File: src/rtl/timer_sched.sv
// timer_sched: round-robin arbiter time-sharing one prescaled down-counter
// among N requesters. A winner's prescaler/reload pair is loaded once, the
// delay runs to completion (or until the requester withdraws), and a
// single-cycle acknowledge is returned to that requester.
module timer_sched #(
  parameter int N  = 4,
  parameter int W  = 16,
  parameter int PW = 5
) (
  input  logic                 clk,
  input  logic                 reset,
  input  logic                 en,
  input  logic [N-1:0]         req,
  input  logic [N*PW-1:0]      psc_in,
  input  logic [N*W-1:0]       reload_in,
  output logic [N-1:0]         gnt,
  output logic [N-1:0]         ack,
  output logic                 busy,
  output logic [$clog2(N)-1:0] idx,
  output logic [W-1:0]         cnt
);

  localparam int IW = $clog2(N);

  localparam logic [1:0] S_IDLE = 2'd0;
  localparam logic [1:0] S_LOAD = 2'd1;
  localparam logic [1:0] S_RUN  = 2'd2;
  localparam logic [1:0] S_DONE = 2'd3;

  logic [1:0]    state_q, state_d;
  logic [IW-1:0] idx_q, idx_d;
  logic [IW-1:0] last_q, last_d;
  logic [PW-1:0] psc_q, psc_d;
  logic [PW-1:0] pre_q, pre_d;
  logic [W-1:0]  cnt_q, cnt_d;
  logic [N-1:0]  gnt_q, gnt_d;
  logic [N-1:0]  ack_q, ack_d;

  // First pending request strictly after the last winner, wrapping modulo N;
  // the last winner itself is examined last so it cannot starve the others.
  function automatic logic [IW-1:0] rr_pick(input logic [N-1:0] r,
                                            input logic [IW-1:0] l);
    logic found;
    int   j;
    rr_pick = l;
    found   = 1'b0;
    for (int k = 1; k <= N; k++) begin
      j = (int'(l) + k) % N;
      if (!found && r[j]) begin
        rr_pick = IW'(j);
        found   = 1'b1;
      end
    end
  endfunction

  // Next-state, datapath and registered-output decode for the scheduler.
  always_comb begin
    state_d = state_q;
    idx_d   = idx_q;
    last_d  = last_q;
    psc_d   = psc_q;
    pre_d   = pre_q;
    cnt_d   = cnt_q;
    gnt_d   = '0;
    ack_d   = '0;

    case (state_q)
      S_IDLE: begin
        if (|req) begin
          idx_d   = rr_pick(req, last_q);
          last_d  = idx_d;
          state_d = S_LOAD;
        end else begin
          state_d = S_IDLE;
        end
      end
      S_LOAD: begin
        if (!req[idx_q]) begin
          // requester withdrew: drop everything, keep last for fairness
          state_d = S_IDLE;
          cnt_d   = '0;
          pre_d   = '0;
        end else begin
          psc_d   = psc_in[idx_q*PW +: PW];
          cnt_d   = reload_in[idx_q*W +: W];
          pre_d   = '0;
          state_d = S_RUN;
        end
      end
      S_RUN: begin
        if (!req[idx_q]) begin
          state_d = S_IDLE;
          cnt_d   = '0;
          pre_d   = '0;
        end else if (en) begin
          if (pre_q == psc_q) begin
            pre_d = '0;
            if (cnt_q == '0) begin
              state_d = S_DONE;
            end else begin
              cnt_d = cnt_q - W'(1);
            end
          end else begin
            pre_d = pre_q + PW'(1);
          end
        end else begin
          // en low: prescaler, counter and state all frozen
          state_d = S_RUN;
        end
      end
      S_DONE: begin
        state_d = S_IDLE;
      end
      default: begin
        state_d = S_IDLE;
        cnt_d   = '0;
        pre_d   = '0;
      end
    endcase

    // Outputs are decoded from the next state so the flops line up with it.
    if ((state_d == S_LOAD) || (state_d == S_RUN)) begin
      gnt_d[idx_d] = 1'b1;
    end else if (state_d == S_DONE) begin
      ack_d[idx_d] = 1'b1;
    end else begin
      gnt_d = '0;
      ack_d = '0;
    end
  end

  // State and datapath registers with asynchronous reset.
  always_ff @(posedge clk or posedge reset) begin
    if (reset) begin
      state_q <= S_IDLE;
      idx_q   <= IW'(N - 1);
      last_q  <= IW'(N - 1);
      psc_q   <= '0;
      pre_q   <= '0;
      cnt_q   <= '0;
      gnt_q   <= '0;
      ack_q   <= '0;
    end else begin
      state_q <= state_d;
      idx_q   <= idx_d;
      last_q  <= last_d;
      psc_q   <= psc_d;
      pre_q   <= pre_d;
      cnt_q   <= cnt_d;
      gnt_q   <= gnt_d;
      ack_q   <= ack_d;
    end
  end

  assign gnt  = gnt_q;
  assign ack  = ack_q;
  assign busy = (state_q != S_IDLE);
  assign idx  = idx_q;
  assign cnt  = cnt_q;

endmodule

File: config.mk
export PLATFORM = sky130hd
export DESIGN_NAME = timer_sched
export DESIGN_NICKNAME = d
export VERILOG_FILES = /design/src/rtl/timer_sched.sv
export SDC_FILE = /design/constraint.sdc
export NUM_CORES = 1
export LEC_CHECK = 0
export ABC_AREA = 1
export ABC_CLOCK_PERIOD_IN_PS = 4200
export CAP_MARGIN = 5
export CELL_PAD_IN_SITES_DETAIL_PLACEMENT = 0
export CELL_PAD_IN_SITES_GLOBAL_PLACEMENT = 1
export CORE_MARGIN = 3
export CORE_UTILIZATION = 33
export DETAILED_ROUTE_END_ITERATION = 10
export GPL_ROUTABILITY_DRIVEN = 0
export PLACE_DENSITY_LB_ADDON = 0.1
export SLEW_MARGIN = 20
export SYNTH_ARGS = -nofsm -noshare
export SYNTH_HDL_FRONTEND = slang
export SYNTH_SLANG_ARGS = --single-unit
File: constraint.sdc
create_clock -name clk -period 4.2 [get_ports clk]
set_clock_uncertainty 0.05 [all_clocks]
set_input_delay 0.63 -clock clk [delete_from_list [all_inputs] [get_ports clk]]
set_output_delay 0.63 -clock clk [all_outputs]
set_load 0.02 [all_outputs]
==> metrics.txt <==
outcome finished clean; initial antenna violation count 0; Tmin final 2.808 ns; Pleak 0.001957 uW; Finished Core Util 48.67%; detailed placement HPWL 7470 um; share of layout cells above drive strength 1 12.17%; Setup CP Type flop to output pin; Post-Syn Instances 467; combinational power share 65.6%; RSZ-0062 raised after global routing no; synthesized net count 562; r2r startpoint idx[0]; Setup-failing EPs final 0; Ant. Diodes 0; fmax 356.2 MHz; Sw Ratio 51.93%; FF+latch area 1006 um^2; Remaining Overflow, GRT 0; DRT iter0 DRCs 151; Data arrival, critical path 2.13 ns; Hold-fix buffers, CTS 0; CTS H-Tree Depth 2; Area contributors post-synth dfrtp_1 (28%), nand2_1 (11%), nor2_1 (9.4%); Worst Reg-to-Reg Cells 13; Post-synth ARST share 100.0%; Distinct cells, synth 38; Seq pwr share 23.6%; CTS Root Cell clkbuf_8; Die X 104.4 um; Final Cycle Share 66.85%; height of the die 104.4 um; most used flip-flop cell after synthesis dfrtp_1; Clk pin slew, worst setup/hold paths 0.09 ns; worst vdd ir 0.0003729 V; post-synth top area share 28.20%; post-CTS resize count 0; DRC Markers 0; YS warnings 0; worst hold stages 1; Clock Sinks 40; NetSw 1595 uW; Least-Margin Pin Slew 0.9514 ns; area occupied by multi-input gates 1886 um^2; Post-CTS Setup Inserts 0; MaxCap Viol Count 0; DIE AREA 10,900 um^2; setup TNS 0 ns; Netlist Area Pre-Place 3194 um^2; Post-synth EDFFs 0; Clk pwr share 10.8%; area leader, netlist dfrtp_1; Final ANT Viol Nets 0; number of global-route vias before repair 3,276; Area growth syn-to-layout 42.11%; final wirelength 9906 um; I/O pin count 118; Worst-Skew Late Latency 0.30 ns; Seq/Total Area, Yosys 31.49%; count leader, synth nand2_1; Int Pwr 1477 uW; final hold violations 0; CTS buffer count 5; TritonCTS clock tree yes; drt pass-1 iters 4; Setup crit start kind flop; Post-synth top cells nand2_1 (91), nor2_1 (80), o21ai_0 (58); Mapped Avg Cell Area 6.840 um^2; min-delay src psc_q[4]; starting density of the core 34.25%; Placement Rows 35; Rel. slew slack 36.18%; layout net count 669; largest net degree at the start of global routing 46; CP required 3.52 ns; R2R Setup Slk 1.59 ns; FF+latch count, synth 40; first-pass GRT wire length 16,540 um; Worst Hold End psc_q[4]; core area 9328 um^2; min-delay worst type flop to flop; critical path fanouts, max 24; Pins Over Slew Limit 0; Longest Clk Path Bufs 2; # port buffers 117; CP Capture Type output pin; wire length per cell 14.07 um; r2r endpoint ack[2]; Vias 3,392; Fillers 956; GRT Resource Usage Total 18.31%; mean number of vias per cell 4.818; PD cells 676.6 nW/um^2
[power groups by stage]
stage / Clock (uW) / Combinational [uW] / Sequential [uW]
5_1_grt: 352 / 2270 / 758
3_5_place_dp: 0 / 2030 / 735
4_1_cts: 341 / 2040 / 731
3_3_place_gp: 0 / 2000 / 740
6_report: 331 / 2020 / 726
2_1_floorplan: 0 / 1500 / 733
[sequential cells by signal (all words and copies together) (netlist names)]
signal   count
ack          4
state_q      2
cnt         16
idx          2
last_q       2
pre_q        5
psc_q        5
gnt          4
[cell type report]
cell class              count  share of cell area [%]
flip-flops and latches     40                   22.16
clock inverters             3                   1.047
well taps                 129                   3.556
clock buffers               5                   1.516
repair buffers            120                   26.30
multi-input cells         364                   41.54
inverters                  43                   3.886
[cell families (layout without fill, tap and decap cells)]
family                   count (synthesis)  after routing  share of synthesized area (%)
AND/OR/NAND/NOR                        228            228                          32.67
AO/OA/AOI/OAI                          124            124                          22.44
buffers and inverters                   63            171                          9.479
flip-flops                              40             40                          31.49
XOR/XNOR                                 6              6                          1.645
adder cells (fa/ha/maj)                  4              4                          1.567
multiplexers                             2              2                         0.7050
[worst max-delay path by stage]
stage	startpoint	to	slack [ns]	depth (start not counted)
2_1_floorplan	idx[0]	ack[2]	2.22	14
3_3_place_gp	req[0]	ack[2]	1.62	13
3_5_place_dp	idx[0]	ack[2]	1.56	13
4_1_cts	idx[0]	idx[0]	1.34	2
5_1_grt	idx[0]	idx[0]	1.26	2
6_report	idx[0]	idx[0]	1.39	2
[critical path: stages (launching register included)]
cell and delay [ns]:
dfstp_2 0.83, buf_4 0.34, clkdlybuf4s50_1 0.66
[layout by cell type, fill, tap and decap left out, types with 13 or more instances in the layout]
master	instances
a21oi_1	18
o21ai_0	58
nand2_1	91
inv_1	34
o21ai_2	13
nand3_1	19
nand2_2	17
clkdlybuf4s50_1	117
dfrtp_1	36
nor2_1	80
o22ai_1	21
[per-layer routing]
layer  track usage, %  vias to the layer above  routed length (um)
li1                 -                     1755                   -
met1            25.20                     1535                4800
met2            29.29                       97                4511
met3            4.035                        5                 521
met4            4.179                        0                  72
met5                0                        -                   0
[metrics by stage]
stage / total power (uW) / std cells / area [um^2] / hold slack [ns] / setup WS, ns
4_1_cts: 3108 / 704 / 4539 / 0.4920 / 1.339
2_1_floorplan: 2228 / 467 / 3194 / 0.4494 / 2.220
5_1_grt: 3381 / 704 / 4539 / 0.5246 / 1.256
3_3_place_gp: 2744 / 696 / 4423 / 0.4665 / 1.618
3_5_place_dp: 2766 / 696 / 4423 / 0.4714 / 1.557
6_report: 3072 / 704 / 4539 / 0.4883 / 1.392
Note: power is estimated with default switching activity, not from simulation.
